[src/rtl/systolic_skew_feeder.sv]
// Edge feeder for a ROWS x COLS output-stationary systolic array: skews A/B beats onto the array edges.
// Optional build macro FEEDER_STALL_CNT_EN enables the bubble-cycle counter behind stall_count.
module systolic_skew_feeder #(
    parameter int unsigned DATA_WIDTH = 8,
    parameter int unsigned ROWS       = 4,
    parameter int unsigned COLS       = 4,
    parameter int unsigned K_WIDTH    = 16
) (
    input  logic                       clk,
    input  logic                       rst,
    input  logic                       start,
    input  logic [K_WIDTH-1:0]         k_len,
    input  logic                       in_valid,
    output logic                       in_ready,
    input  logic [ROWS*DATA_WIDTH-1:0] in_a_vec,
    input  logic [COLS*DATA_WIDTH-1:0] in_b_vec,
    output logic                       load_bias,
    output logic [ROWS*DATA_WIDTH-1:0] edge_a,
    output logic [COLS*DATA_WIDTH-1:0] edge_b,
    output logic                       busy,
    output logic                       done,
    output logic [K_WIDTH-1:0]         stall_count
);

    localparam int unsigned FLUSH_CYC = ROWS + COLS - 1;
    localparam int unsigned FC_W      = (FLUSH_CYC > 1) ? $clog2(FLUSH_CYC) : 1;

    typedef enum logic [1:0] {
        IDLE,
        BIAS,
        STREAM,
        FLUSH
    } state_t;

    state_t            state;
    state_t            state_nxt;
    logic [K_WIDTH-1:0] beats_left;
    logic [FC_W-1:0]   flush_cnt;
    logic              flush_last;
    logic              start_ok;
    logic              accept;
    logic              done_q;

    assign flush_last = (flush_cnt == FC_W'(FLUSH_CYC - 1));
    assign start_ok   = (state == IDLE) && start;
    assign accept     = in_valid && in_ready;

    always_ff @(posedge clk) begin
        if (rst) begin
            state <= IDLE;
        end else begin
            state <= state_nxt;
        end
    end

    always_comb begin
        state_nxt = state;
        unique case (state)
            IDLE:    if (start) state_nxt = BIAS;
            BIAS:    state_nxt = (beats_left == '0) ? FLUSH : STREAM;
            STREAM:  if (accept && (beats_left == K_WIDTH'(1))) state_nxt = FLUSH;
            FLUSH:   if (flush_last) state_nxt = IDLE;
            default: state_nxt = IDLE;
        endcase
    end

    always_comb begin
        in_ready  = (state == STREAM) && (beats_left != '0);
        load_bias = (state == BIAS);
        busy      = (state != IDLE);
    end

    always_ff @(posedge clk) begin
        if (rst) begin
            beats_left <= '0;
        end else if (start_ok) begin
            beats_left <= k_len;
        end else if (accept) begin
            beats_left <= beats_left - K_WIDTH'(1);
        end
    end

    always_ff @(posedge clk) begin
        if (rst) begin
            flush_cnt <= '0;
        end else if ((state == FLUSH) && !flush_last) begin
            flush_cnt <= flush_cnt + FC_W'(1);
        end else begin
            flush_cnt <= '0;
        end
    end

    // done is registered so it lands in the first IDLE cycle after the flush.
    always_ff @(posedge clk) begin
        if (rst) begin
            done_q <= 1'b0;
        end else begin
            done_q <= (state == FLUSH) && flush_last;
        end
    end

    assign done = done_q;

    // Lane r is stage 0 plus r delay registers; non-accept cycles inject zeros.
    for (genvar r = 0; r < ROWS; r++) begin : g_lane_a
        localparam int unsigned LAST = r;
        logic [DATA_WIDTH-1:0] sr [0:r];

        always_ff @(posedge clk) begin
            if (rst) begin
                for (int unsigned j = 0; j < LAST + 1; j++) begin
                    sr[j] <= '0;
                end
            end else begin
                sr[0] <= accept ? in_a_vec[r*DATA_WIDTH +: DATA_WIDTH] : '0;
                for (int unsigned j = 1; j < LAST + 1; j++) begin
                    sr[j] <= sr[j-1];
                end
            end
        end

        assign edge_a[r*DATA_WIDTH +: DATA_WIDTH] = sr[LAST];
    end

    for (genvar c = 0; c < COLS; c++) begin : g_lane_b
        localparam int unsigned LAST = c;
        logic [DATA_WIDTH-1:0] sr [0:c];

        always_ff @(posedge clk) begin
            if (rst) begin
                for (int unsigned j = 0; j < LAST + 1; j++) begin
                    sr[j] <= '0;
                end
            end else begin
                sr[0] <= accept ? in_b_vec[c*DATA_WIDTH +: DATA_WIDTH] : '0;
                for (int unsigned j = 1; j < LAST + 1; j++) begin
                    sr[j] <= sr[j-1];
                end
            end
        end

        assign edge_b[c*DATA_WIDTH +: DATA_WIDTH] = sr[LAST];
    end

`ifdef FEEDER_STALL_CNT_EN
    logic [K_WIDTH-1:0] stall_q;

    // Saturating; holds after done until the next accepted start.
    always_ff @(posedge clk) begin
        if (rst) begin
            stall_q <= '0;
        end else if (start_ok) begin
            stall_q <= '0;
        end else if ((state == STREAM) && in_ready && !in_valid && (stall_q != '1)) begin
            stall_q <= stall_q + K_WIDTH'(1);
        end
    end

    assign stall_count = stall_q;
`else
    assign stall_count = '0;
`endif

endmodule

[config.mk]
export PLATFORM = sky130hd
export DESIGN_NAME = systolic_skew_feeder
export DESIGN_NICKNAME = d
export VERILOG_FILES = /design/src/rtl/systolic_skew_feeder.sv
export SDC_FILE = /design/constraint.sdc
export NUM_CORES = 1
export LEC_CHECK = 0
export ABC_AREA = 1
export BUFFER_PORTS_ARGS = -buffer_cell sky130_fd_sc_hd__buf_2
export CORE_ASPECT_RATIO = 2
export CORE_MARGIN = 2
export CORE_UTILIZATION = 40
export DETAILED_ROUTE_END_ITERATION = 8
export GPL_ROUTABILITY_DRIVEN = 0
export PLACE_DENSITY = 0.66
export SLEW_MARGIN = 20
export SYNTH_ARGS = -nofsm -noshare
export SYNTH_HDL_FRONTEND = slang
export SYNTH_SLANG_ARGS = --single-unit
export TNS_END_PERCENT = 1
[constraint.sdc]
create_clock -name clk -period 1.59 [get_ports clk]
set_input_delay 0.318 -clock clk [delete_from_list [all_inputs] [get_ports clk]]
set_output_delay 0.318 -clock clk [all_outputs]
set_load 0.01 [all_outputs]
# After elaboration in Yosys (flattened, before gate mapping)
# Memory sizes are Yosys's and may differ from the RTL's.
# Cells that the tools add are included.
[op_classes]
addsub = 2
multipliers = 0
div_mod_pow = 0
order_cmp = 0
n_eq_ne = 8
n_shift = 0
muxes = 40
bitwise = 19
reduce_logical = 16
[op_table]
columns = ["cell", "count"]
rows = [
  ["two-way mux 8 bit", 28],
  ["two-way mux 16 bit", 2],
  ["OR 1 bit", 18],
  ["== test 16 x 1 -> 1 bit, second input constant", 1],
  ["logical NOT 16 bit", 1],
  ["nonzero test 16 bit", 1],
  ["OR reduction 8 bit", 2],
  ["subtractor 16 x 1 -> 16 bit, second input constant", 1],
  ["case mux 2 bit (4 select lines)", 1],
  ["logical AND 1 bit", 6],
  ["two-way mux 1 bit", 6],
  ["two-way mux 2 bit", 3],
  ["!= test 2 bit, second input constant", 3],
  ["== test 2 bit, second input constant", 2],
  ["nonzero test 2 bit", 2],
  ["adder 3 x 1 -> 3 bit, second input constant", 1],
  ["== test 3 bit, second input constant", 1],
  ["AND reduction 3 bit", 1],
  ["== test 2 x 1 -> 1 bit, second input constant", 1],
  ["logical NOT 2 bit", 1],
  ["OR reduction 2 bit", 1],
  ["logical NOT 1 bit", 1],
  ["NOT 1 bit", 1],
]
[totals]
register_bits = 22
latch_bits = 0
ram_bits = 160
romBits = 0
inputBits = 84
elab_cells = 97
mem_count = 8
[mem_list]
columns = ["memory", "depth", "word_bits", "rd", "rd_ports_with_merged_regs", "write_ports", "line_no", "source"]
rows = [
  ["g_lane_a[3].sr", 4, 8, 4, 0, 4, "107", "logic [DATA_WIDTH-1:0] sr [0:r];"],
  ["g_lane_b[3].sr", 4, 8, 4, 0, 4, "127", "logic [DATA_WIDTH-1:0] sr [0:c];"],
  ["g_lane_a[2].sr", 3, 8, 3, 0, 3, "107", ""],
  ["g_lane_b[2].sr", 3, 8, 3, 0, 3, "127", ""],
  ["g_lane_a[1].sr", 2, 8, 2, 0, 2, "107", ""],
  ["g_lane_b[1].sr", 2, 8, 2, 0, 2, "127", ""],
  ["2 more memories", "n/a", "n/a", "n/a", "n/a", "n/a", "n/a", ""],
]

# Logic depth before layout (Yosys ltp)
# Gate-level depths: netlist of the first run.
[depth]
ltp_word = 6
ltp_mapped = 11

# Worst setup path before layout of the first run
# OpenSTA, ideal clock, no wires.
[synth_path]
path_kind = "flip-flop to flip-flop"
startpoint = "register state[0]"
endpoint = "register beats_left[2]"
t_arrival_ns = 1.549
required_ns = 1.516
setup_slack_ns = -0.033
path_stages_with_launch = 8
path_buffers = 2
path_cell_list = "dfxtp_1 > inv_1 > ha_1 > nand2_1 > buf_2 > clkbuf_1 > o21ai_0 > a31oi_1"
[synth_via]
elab_chain_cells = 4
[synth_lines]
columns = ["item", "line_no", "source"]
rows = [
  ["start: declaration", "35", "state_t state;"],
  ["start signal: assignment", "52", "state <= state_nxt;"],
  ["== test 2 bit", "68", "in_ready = (state == STREAM) && (beats_left != '0);"],
  ["logical AND 1 bit", "68", ""],
  ["logical AND 1 bit", "46", "assign accept = in_valid && in_ready;"],
  ["nonzero test 2 bit (no line)", "n/a", ""],
  ["end signal: assignment", "77", "beats_left <= k_len;"],
  ["end signal: assignment", "79", "beats_left <= beats_left - K_WIDTH'(1);"],
  ["end: declaration", "37", "logic [K_WIDTH-1:0] beats_left;"],
]
# Several ways; a longest one is shown, not always the timed one.
# A chain may end at the register's enable or synchronous reset.

# Final worst setup path of the first run
[layout_path]
startpoint = "register beats_left[2]"
endpoint = "output port in_ready"
[layout_via]
elab_chain_cells = 2
[layout_lines]
columns = ["item", "line_no", "source"]
rows = [
  ["nonzero test 16 bit", "68", ""],
  ["logical AND 1 bit", "68", ""],
  ["end: declaration", "14", "output logic in_ready,"],
]
# Every way passes these cells.

==> impl_metrics.yaml, run 1 <==
placed_design:
  io_buffer_count: 151
  worst_slack_after_detailed_placement_ns: -0.00370
  dp_hpwl_microns: 8400
layout:
  n_fill_cell: 1542
  nNetsFinal: 1001
  synthToLayoutAreaGrowth_pct: 24.7
  drive_above_1_share: 0.298
  antenna-diode-count: 0
drt:
  finalWirelength_microns: 11800
  via_count_normalized_by_instance_count: 4.03
  ant_nets: 0
  firstDrtPassIters: 4
  drcViolationCount: 0
  routedWlPerCell_microns: 10.6
  routed-via-count: 4514
  detailedRoute.firstIterationViolations: 127
power:
  power.static_leakage_nw: 3.92
  netSwitchingPower_mw: 3.85
  netSwitchingFraction: 0.295
  intPower_mw: 9.23
  combPwrFrac: 0.269
  power.ir.vdd_worst_mv: 0.688
  power_per_cell_area_nw_per_um2: 1630
  seq_power_share: 0.397
  pwr-share-clk: 0.334
critical_path:
  arrival_ns: 1.39
  worst_setup_path_start_kind: "flop"
  worstPathRequired_ns: 1.27
  worstSetupPathType: "flop to output pin"
  max_fanout_on_critical_path: 4
  cp-end-kind: "output pin"
synthesis:
  ys_ff_latch: 182
  synth.top_cells.by_count: "sky130_fd_sc_hd__dfxtp_1, sky130_fd_sc_hd__nor2_1, sky130_fd_sc_hd__inv_1, sky130_fd_sc_hd__buf_4, sky130_fd_sc_hd__nand2_1"
  yosys-top-cells-area: "sky130_fd_sc_hd__dfxtp_1, sky130_fd_sc_hd__nor2_1, sky130_fd_sc_hd__inv_1, sky130_fd_sc_hd__buf_4, sky130_fd_sc_hd__nand2_1"
  synth_sequential_area_ratio: 0.566
  synthCells: 765
  synth_top_cell_by_area: "sky130_fd_sc_hd__dfxtp_1"
  synth_top_area_share: 0.566
  ys.warnings.count: 0
  ys_types: 30
  synth.most_common_cell: "sky130_fd_sc_hd__dfxtp_1"
  async_reset_ff_frac: 0
  yosys_most_used_dff: "sky130_fd_sc_hd__dfxtp_1"
  synth_edf_count: 0
  synthesis.area_sq_um: 6440
  postSynthAreaPerCell_sq_um: 8.42
die:
  die_height_microns: 183
  die-width_microns: 93.7
  core.rowCount: 65
  io-pin-count: 168
  core_sq_um: 15800
  initial_utilization: 0.408
  die_area_sq_um: 17200
clocking:
  cts_root_buffer: "sky130_fd_sc_hd__clkbuf_16"
  tritoncts_num_sinks: 182
  tritoncts: "yes"
  hold_buffers: 0
  clock_insertion_delay_worst_skew_ns: 0.41
  ctsLongestPathBuffers: 2
  cts_htree_levels: 4
  num_cts_buffers: 17
  clk_pin_slew_ns: 0.07
timing:
  maxSlewViolCount: 0
  grt_setup_unrepaired: "yes"
  final.min_clock_period_ns: 1.71
  finalSetupTns_ns: -0.812
  timing.hold.ws_ns: 0.109
  setup_slack_ns: -0.120
  finClkSkew_ns: 0.00865
  timing.final.crit_share: 1.08
  report.final.setup_viol: 46
  final-hold-violation-count: 0
  fmax_mhz: 585
run_status:
  status: "complete, but fails checks"
  failed_checks: "setup timing"
grt:
  wire_length_of_the_first_global_routing_pass_microns: 19100
  grt_pass1_vias: 4196
  globalRouteOverflowTotal: 0
  gr-usage-all-layers: 0.143
  grt_max_degree: 72
  grt_antenna_before_repair: 0
worst_hold_path:
  min_path_type: "input pin to flop"
flow_run:
  max_cap_viol_count: 0
registers in the layout, summed over array words and instances (netlist names):
signal,flops
beats_left,16
done,1
g_lane_a.sr,80
state,2
g_lane_b.sr,80
flush_cnt,3
cell usage in the layout, fill, tap and decap left out, drive strengths merged:
cell / instances
xnor2: 1
nor3: 1
o31ai: 1
inv: 179
xor2: 3
dfxtp: 182
conb: 16
clkinvlp: 3
clkbuf: 22
bufinv: 4
o211ai: 6
nand3b: 3
nor2: 192
clkinv: 1
ha: 10
buf: 187
o21bai: 2
a31oi: 8
nand2: 49
o21ai: 20
a21oi: 11
nand4: 1
nand3: 16
power groups by stage:
stage | clock network [mW] | registers [mW] | logic [mW]
global route | 4.70 | 5.23 | 3.95
global placement | 0 | 5.21 | 2.88
floorplan | 0 | 5.23 | 2.01
detailed placement | 0 | 5.22 | 2.91
CTS | 4.50 | 5.17 | 3.24
finish | 4.36 | 5.19 | 3.52
path summary, 6_finish.rpt:
check	start	endpoint	depth (start not counted)	slack, ns
setup reg to reg	beats_left[2]$_SDFFE_PP0P_	g_lane_b[0].sr[0][1]$_SDFF_PP0_	11	-0.03
hold reg to reg	g_lane_b[3].sr[0][12]$_SDFF_PP0_	g_lane_b[3].sr[0][20]$_SDFF_PP0_	2	0.40
hold / removal	in_a_vec[2]	g_lane_a[0].sr[0][2]$_SDFF_PP0_	3	0.11
setup / recovery	beats_left[2]$_SDFFE_PP0P_	in_ready	7	-0.12
routing by layer:
metal  part of all wire  track usage
met3              0.052       0.0381
met4              0.035       0.0829
met2               0.53        0.253
met5                  0            0
met1               0.38        0.149
through the flow:
step	power [mW]	util	instance area (sq um)	std cells
detailed placement	8.13	0.454	7170	1077
global placement	8.10	0.454	7170	1077
finish	13.1	0.509	8030	1119
CTS	12.9	0.503	7930	1114
floorplan	7.24	-	6500	780
global route	13.9	0.509	8030	1119
worst max-delay path, cell delays in order, from the launching register on:
cell and delay [ns]:
sky130_fd_sc_hd__dfxtp_1 0.35, sky130_fd_sc_hd__nor2_2 0.15, sky130_fd_sc_hd__nand2_2 0.06, sky130_fd_sc_hd__nor2_2 0.11, sky130_fd_sc_hd__nand2_2 0.07, sky130_fd_sc_hd__inv_2 0.08, sky130_fd_sc_hd__nor2_4 0.04, sky130_fd_sc_hd__buf_6 0.11
kinds of logic after synthesis:
logic type / count (synthesis) / share of synthesized area
compound gates: 48 / 0.0455
xor+xnor: 4 / 0.00544
fa+ha+maj: 10 / 0.0194
buf+inv: 258 / 0.193
flops: 182 / 0.566
other cells: 1 / 0.000582
simple gates: 262 / 0.171
final cells by class:
type	instances	area [sq um]	share of cell area
inverter	179	674	0.0840
multi-input combinational	340	1720	0.214
sequential	182	3660	0.456
clock inverter	8	148	0.0184
tap	201	251	0.0313
timing repair buffer	187	1100	0.137
clock buffer	22	474	0.0590
what timing repair did:
action                     in CTS  in global routing
gates resized for setup        28                 22
pin swaps                       8                  8
setup buffers                   7                  5
setup endpoints to repair       6                 73
(Power assumes the default switching activity.)
==> run 2: changes to the inputs <==
Settings changed: RECOVER_POWER from default to 100.
==> run 2 against run 1 <==
Compared with the run above:
- the flow still finishes with violations (setup timing)
- first-iteration DRC count fell by 4.7%
- wire length fell by 0.19%
- final area fell by 0.31%
- maximum frequency barely moved
- sequential power barely moved
- sequential share of layout area rose by 0.14 points
- critical path depth did not move
- register-to-register slack barely moved
- sequential cell count did not move
==> impl_metrics.yaml, run 2 (same netlist as run 1, synthesis figures left out) <==
run_status:
  status: "complete, but fails checks"
  failed_checks: "setup timing"
critical_path:
  worst_setup_path_start_kind: "flop"
  worstSetupPathType: "flop to output pin"
  worst_r2r_startpoint: "beats_left[2]$_SDFFE_PP0P_"
  arrival_ns: 1.39
  max_fanout_on_critical_path: 4
  cp-end-kind: "output pin"
  worstPathRequired_ns: 1.27
  critPathLaunch: "beats_left[2]$_SDFFE_PP0P_"
timing:
  tightestPinTransition_ns: 1.40
  maxSlewViolCount: 0
  slew_headroom: 0.0665
  final.min_clock_period_ns: 1.71
  finalSetupTns_ns: -0.831
  setup_slack_ns: -0.120
  finClkSkew_ns: 0.00862
  timing.hold.ws_ns: 0.109
  timing.final.crit_share: 1.08
  final-hold-violation-count: 0
  grt_setup_unrepaired: "yes"
  fmax_mhz: 585
  report.final.setup_viol: 46
grt:
  grt_antenna_before_repair: 0
  wire_length_of_the_first_global_routing_pass_microns: 19100
  grt_pass1_vias: 4196
  gr-usage-all-layers: 0.143
  globalRouteOverflowTotal: 0
  grt_max_degree: 72
clocking:
  tritoncts: "yes"
  cts_htree_levels: 4
  num_cts_buffers: 17
  clock_insertion_delay_worst_skew_ns: 0.41
  hold_buffers: 0
  tritoncts_num_sinks: 182
  clk_pin_slew_ns: 0.07
  cts_root_buffer: "sky130_fd_sc_hd__clkbuf_16"
  ctsLongestPathBuffers: 2
die:
  initial_utilization: 0.408
  die_height_microns: 183
  core.rowCount: 65
  die_area_sq_um: 17200
  die-width_microns: 93.7
  core_sq_um: 15800
  io-pin-count: 168
worst_hold_path:
  min-delay-start: "in_a_vec[2]"
  min_path_type: "input pin to flop"
layout:
  antenna-diode-count: 0
  reg_top3: "g_lane_a.sr: 80 flops, g_lane_b.sr: 80 flops, beats_left: 16 flops"
  final_cell_count_no_fill: 1119
  synthToLayoutAreaGrowth_pct: 24.3
  nNetsFinal: 1001
  layout.cells.most_common_list: "sky130_fd_sc_hd__inv_1, sky130_fd_sc_hd__dfxtp_1, sky130_fd_sc_hd__nor2_1, sky130_fd_sc_hd__buf_2, sky130_fd_sc_hd__nand2_1"
  layout.cells.most_common: "sky130_fd_sc_hd__inv_1"
  layout.core_utilization: 0.508
  n_fill_cell: 1547
  fin_area_sq_um: 8010
  drive_above_1_share: 0.296
drt:
  firstDrtPassIters: 4
  detailedRoute.firstIterationViolations: 121
  routed-via-count: 4519
  routedWlPerCell_microns: 10.5
  via_count_normalized_by_instance_count: 4.04
  finalWirelength_microns: 11800
  ant_nets: 0
  drcViolationCount: 0
placed_design:
  placed_cells: 1077
  worst_slack_after_detailed_placement_ns: -0.00370
  io_buffer_count: 151
  dp_hpwl_microns: 8400
  placed_cell_area_sq_um: 7170
power:
  power_mw: 13.1
  power.static_leakage_nw: 3.91
  power_per_cell_area_nw_per_um2: 1630
  power.ir.vdd_worst_mv: 0.687
flow_run:
  max_cap_viol_count: 0
[run 2: changes by cell type in the layout (fill, tap and decap cells not counted)]
cell / delta
sky130_fd_sc_hd__buf_12: -1
sky130_fd_sc_hd__buf_4: -3
sky130_fd_sc_hd__clkbuf_1: +2
sky130_fd_sc_hd__clkbuf_2: +2
[run 2: final cells by class]
| class | instances | area [sq um] | area share |
|---|---|---|---|
| sequential | 182 | 3660 | 0.457 |
| timing repair buffer | 187 | 1080 | 0.135 |
| tap | 201 | 251 | 0.0314 |
| inverter | 179 | 674 | 0.0842 |
| clock inverter | 8 | 148 | 0.0184 |
| clock buffer | 22 | 474 | 0.0592 |
| multi-input combinational | 340 | 1720 | 0.215 |
[run 2: per-layer routing]
layer / GRT usage / up-vias / wire length [microns]
met1: 0.149 / 1941 / 4500
met5: 0 / - / 0
met2: 0.253 / 138 / 6260
met3: 0.0381 / 28 / 609
met4: 0.0829 / 0 / 419
li1: - / 2412 / -
[run 2: power breakdown]
group / total, mW / switching [mW] / internal, mW
Clock: 4.36 / 1.62 / 2.74
Combinational: 3.51 / 1.98 / 1.52
Sequential: 5.19 / 0.243 / 4.95
[run 2: critical path, stage by stage, from the launching register on]
cell and delay [ns]:
sky130_fd_sc_hd__dfxtp_1 0.35, sky130_fd_sc_hd__nor2_2 0.15, sky130_fd_sc_hd__nand2_2 0.06, sky130_fd_sc_hd__nor2_2 0.11, sky130_fd_sc_hd__nand2_2 0.07, sky130_fd_sc_hd__inv_2 0.08, sky130_fd_sc_hd__nor2_4 0.04, sky130_fd_sc_hd__buf_6 0.11
[run 2: worst paths after layout]
| check | slack [ns] | endpoint | cells past startpoint |
|---|---|---|---|
| worst min register to register | 0.40 | g_lane_b[3].sr[0][20]$_SDFF_PP0_ | 2 |
| worst max register to register | -0.03 | g_lane_b[0].sr[0][1]$_SDFF_PP0_ | 11 |
| worst min-delay path | 0.11 | g_lane_a[0].sr[0][2]$_SDFF_PP0_ | 3 |
| worst max-delay path | -0.12 | in_ready | 7 |
[run 2: repair_timing]
| action | CTS | global route |
|---|---|---|
| pin swaps | 8 | 8 |
| buffers inserted | 7 | 5 |
| gates resized for setup | 28 | 22 |
| endpoints found under the setup margin | 6 | 73 |
==> run 3: changes to the inputs <==
Settings changed: CORE_MARGIN 2 to default.
==> run 3 against run 2 <==
Compared with the run above:
- the run still ends with setup timing left
- cell count is 0.18% higher
- sequential share of layout area up 0.86 points
- final area decreased by 1.9%
- critical path type unchanged
- critical endpoint unchanged
- largest power group unchanged
==> impl_metrics.yaml, run 3 (same netlist as run 1, synthesis figures left out) <==
critical_path:
  worst-r2r-setup-slack_ns: -0.14
  worst_setup_path_start_kind: "flop"
  worstPathRequired_ns: 1.27
  cell_depth_of_the_worst_flop_to_flop_path: 12
  critPathLaunch: "beats_left[1]$_SDFFE_PP0P_"
  worst_r2r_startpoint: "beats_left[1]$_SDFFE_PP0P_"
  critPathCapture: "in_ready"
  cp-end-kind: "output pin"
  worstSetupPathType: "flop to output pin"
  arrival_ns: 1.43
  end_of_the_worst_register_to_register_path: "beats_left[14]$_SDFFE_PP0P_"
  max_fanout_on_critical_path: 2
power:
  intPower_mw: 9.00
  power.ir.vdd_worst_mv: 0.663
  power_mw: 12.9
  power.static_leakage_nw: 3.61
  netSwitchingFraction: 0.303
  seq_power_share: 0.402
  netSwitchingPower_mw: 3.91
  combPwrFrac: 0.265
  power_per_cell_area_nw_per_um2: 1640
  pwr-share-clk: 0.333
grt:
  global_route.usage.met2: 0.278
  grt_pass1_vias: 4257
  grt_antenna_before_repair: 2
  wire_length_of_the_first_global_routing_pass_microns: 19200
  grt_most_used_layer: "met2"
  global_route.usage.met3: 0.0381
  gr-usage-all-layers: 0.151
  grt_util_met1: 0.143
  grt_max_degree: 102
  globalRouteOverflowTotal: 0
die:
  die_area_sq_um: 16600
  io-pin-count: 168
  initial_utilization: 0.408
  core_sq_um: 15800
  core.rowCount: 65
  die_height_microns: 181
  die-width_microns: 91.7
placed_design:
  io_buffer_count: 151
  dp_hpwl_microns: 8340
  worst_slack_after_detailed_placement_ns: -0.0218
timing:
  setup_slack_ns: -0.155
  maxSlewViolCount: 0
  final-hold-violation-count: 0
  grt_setup_unrepaired: "yes"
  fmax_mhz: 573
  finalSetupTns_ns: -0.603
  timing.final.crit_share: 1.10
  tightestPinTransition_ns: 1.14
  finClkSkew_ns: 0.00739
  slew_headroom: 0.238
  final.min_clock_period_ns: 1.74
  report.final.setup_viol: 16
drt:
  routedWlPerCell_microns: 10.8
  firstDrtPassIters: 4
  ant_nets: 0
  finalWirelength_microns: 12100
  drcViolationCount: 0
  via_count_normalized_by_instance_count: 4.09
  detailedRoute.firstIterationViolations: 111
  routed-via-count: 4585
clocking:
  ctsLongestPathBuffers: 2
  tritoncts: "yes"
  cts_root_buffer: "sky130_fd_sc_hd__clkbuf_16"
  hold_buffers: 0
  cts_htree_levels: 4
  num_cts_buffers: 17
  tritoncts_num_sinks: 182
  clock_insertion_delay_worst_skew_ns: 0.42
  clk_pin_slew_ns: 0.07
worst_hold_path:
  min_path_type: "input pin to flop"
layout:
  reg_top3: "g_lane_a.sr: 80 flops, g_lane_b.sr: 80 flops, beats_left: 16 flops"
  layout.cells.most_common: "sky130_fd_sc_hd__inv_1"
  synthToLayoutAreaGrowth_pct: 21.9
  nNetsFinal: 999
  multi_input_area_sq_um: 1700
  layout.cells.most_common_list: "sky130_fd_sc_hd__inv_1, sky130_fd_sc_hd__dfxtp_1, sky130_fd_sc_hd__nor2_1, sky130_fd_sc_hd__buf_2, sky130_fd_sc_hd__clkbuf_1"
  n_fill_cell: 1585
  layout.area.seq_sq_um: 3660
  drive_above_1_share: 0.218
run_status:
  status: "complete, but fails checks"
  failed_checks: "setup timing"
flow_run:
  max_cap_viol_count: 0
[run 3: cell types whose count changed in the layout (fill, tap and decap cells not counted), moves of 3 or more]
cell and change:
sky130_fd_sc_hd__nor2_2 -8, sky130_fd_sc_hd__clkbuf_1 +63, sky130_fd_sc_hd__buf_4 +4, sky130_fd_sc_hd__buf_12 -3, sky130_fd_sc_hd__nor2_1 +8, sky130_fd_sc_hd__buf_2 -64
sky130_fd_sc_hd__buf_6 -4, sky130_fd_sc_hd__o21ai_0 -3
[run 3: how the worst min path moves through the flow]
stage                                startpoint                               end  slack (ns)  cells past startpoint
3_3_place_gp   g_lane_b[3].sr[0][10]$_SDFF_PP0_  g_lane_b[3].sr[0][18]$_SDFF_PP0_        0.39                      2
6_report                            in_a_vec[5]   g_lane_a[0].sr[0][5]$_SDFF_PP0_        0.11                      3
2_1_floorplan   g_lane_a[1].sr[0][2]$_SDFF_PP0_  g_lane_a[1].sr[0][10]$_SDFF_PP0_        0.39                      2
3_5_place_dp    g_lane_b[2].sr[0][8]$_SDFF_PP0_  g_lane_b[2].sr[0][16]$_SDFF_PP0_        0.39                      2
5_1_grt                            in_b_vec[17]   g_lane_b[2].sr[0][1]$_SDFF_PP0_        0.09                      3
4_1_cts                            in_a_vec[11]   g_lane_a[1].sr[0][3]$_SDFF_PP0_        0.09                      3
[run 3: per-layer routing]
metal	wire length, microns	part of all wire
met1	4490	0.37
met2	6550	0.54
met3	583	0.048
met4	496	0.041
met5	0	0
[run 3: repair_timing]
action | in CTS | in global routing
resized for setup | 24 | 17
endpoints found under the setup margin | 5 | 57
setup buffers | 11 | 1
pin swaps | 9 | 7
[run 3: worst max-delay path, cell delays in order (launching register included)]
cell                      delay (ns)
sky130_fd_sc_hd__dfxtp_2        0.33
sky130_fd_sc_hd__inv_2          0.08
sky130_fd_sc_hd__ha_4           0.13
sky130_fd_sc_hd__nand2_2        0.05
sky130_fd_sc_hd__nor2_2         0.12
sky130_fd_sc_hd__nand2_2        0.07
sky130_fd_sc_hd__inv_2          0.08
sky130_fd_sc_hd__nor2_4         0.04
sky130_fd_sc_hd__buf_6          0.11
[run 3: layout make-up]
| cell class | count | area share |
|---|---|---|
| inverters | 179 | 0.0862 |
| flip-flops and latches | 182 | 0.466 |
| clock inverters | 11 | 0.0186 |
| multi-input cells | 340 | 0.216 |
| diodes | 2 | 0.000637 |
| repair buffers | 185 | 0.121 |
| clock buffers | 21 | 0.0599 |
| well taps | 201 | 0.0320 |
[run 3: stage by stage]
| step | hold WS, ns | instance area (sq um) | utilization | std cells |
|---|---|---|---|---|
| CTS | 0.0863 | 7900 | 0.501 | 1118 |
| global placement | 0.388 | 7140 | 0.453 | 1075 |
| floorplan | 0.388 | 6500 | - | 780 |
| detailed placement | 0.392 | 7140 | 0.453 | 1075 |
| finish | 0.108 | 7850 | 0.498 | 1121 |
| global route | 0.0855 | 7850 | 0.498 | 1121 |
[run 3: power by group through the flow]
| stage | clock network (mW) | registers (mW) | logic (mW) |
|---|---|---|---|
| finish | 4.30 | 5.19 | 3.42 |
| global route | 4.64 | 5.23 | 3.78 |
| CTS | 4.44 | 5.16 | 3.26 |
| detailed placement | 0 | 5.23 | 2.89 |
| global placement | 0 | 5.22 | 2.85 |
| floorplan | 0 | 5.23 | 2.01 |
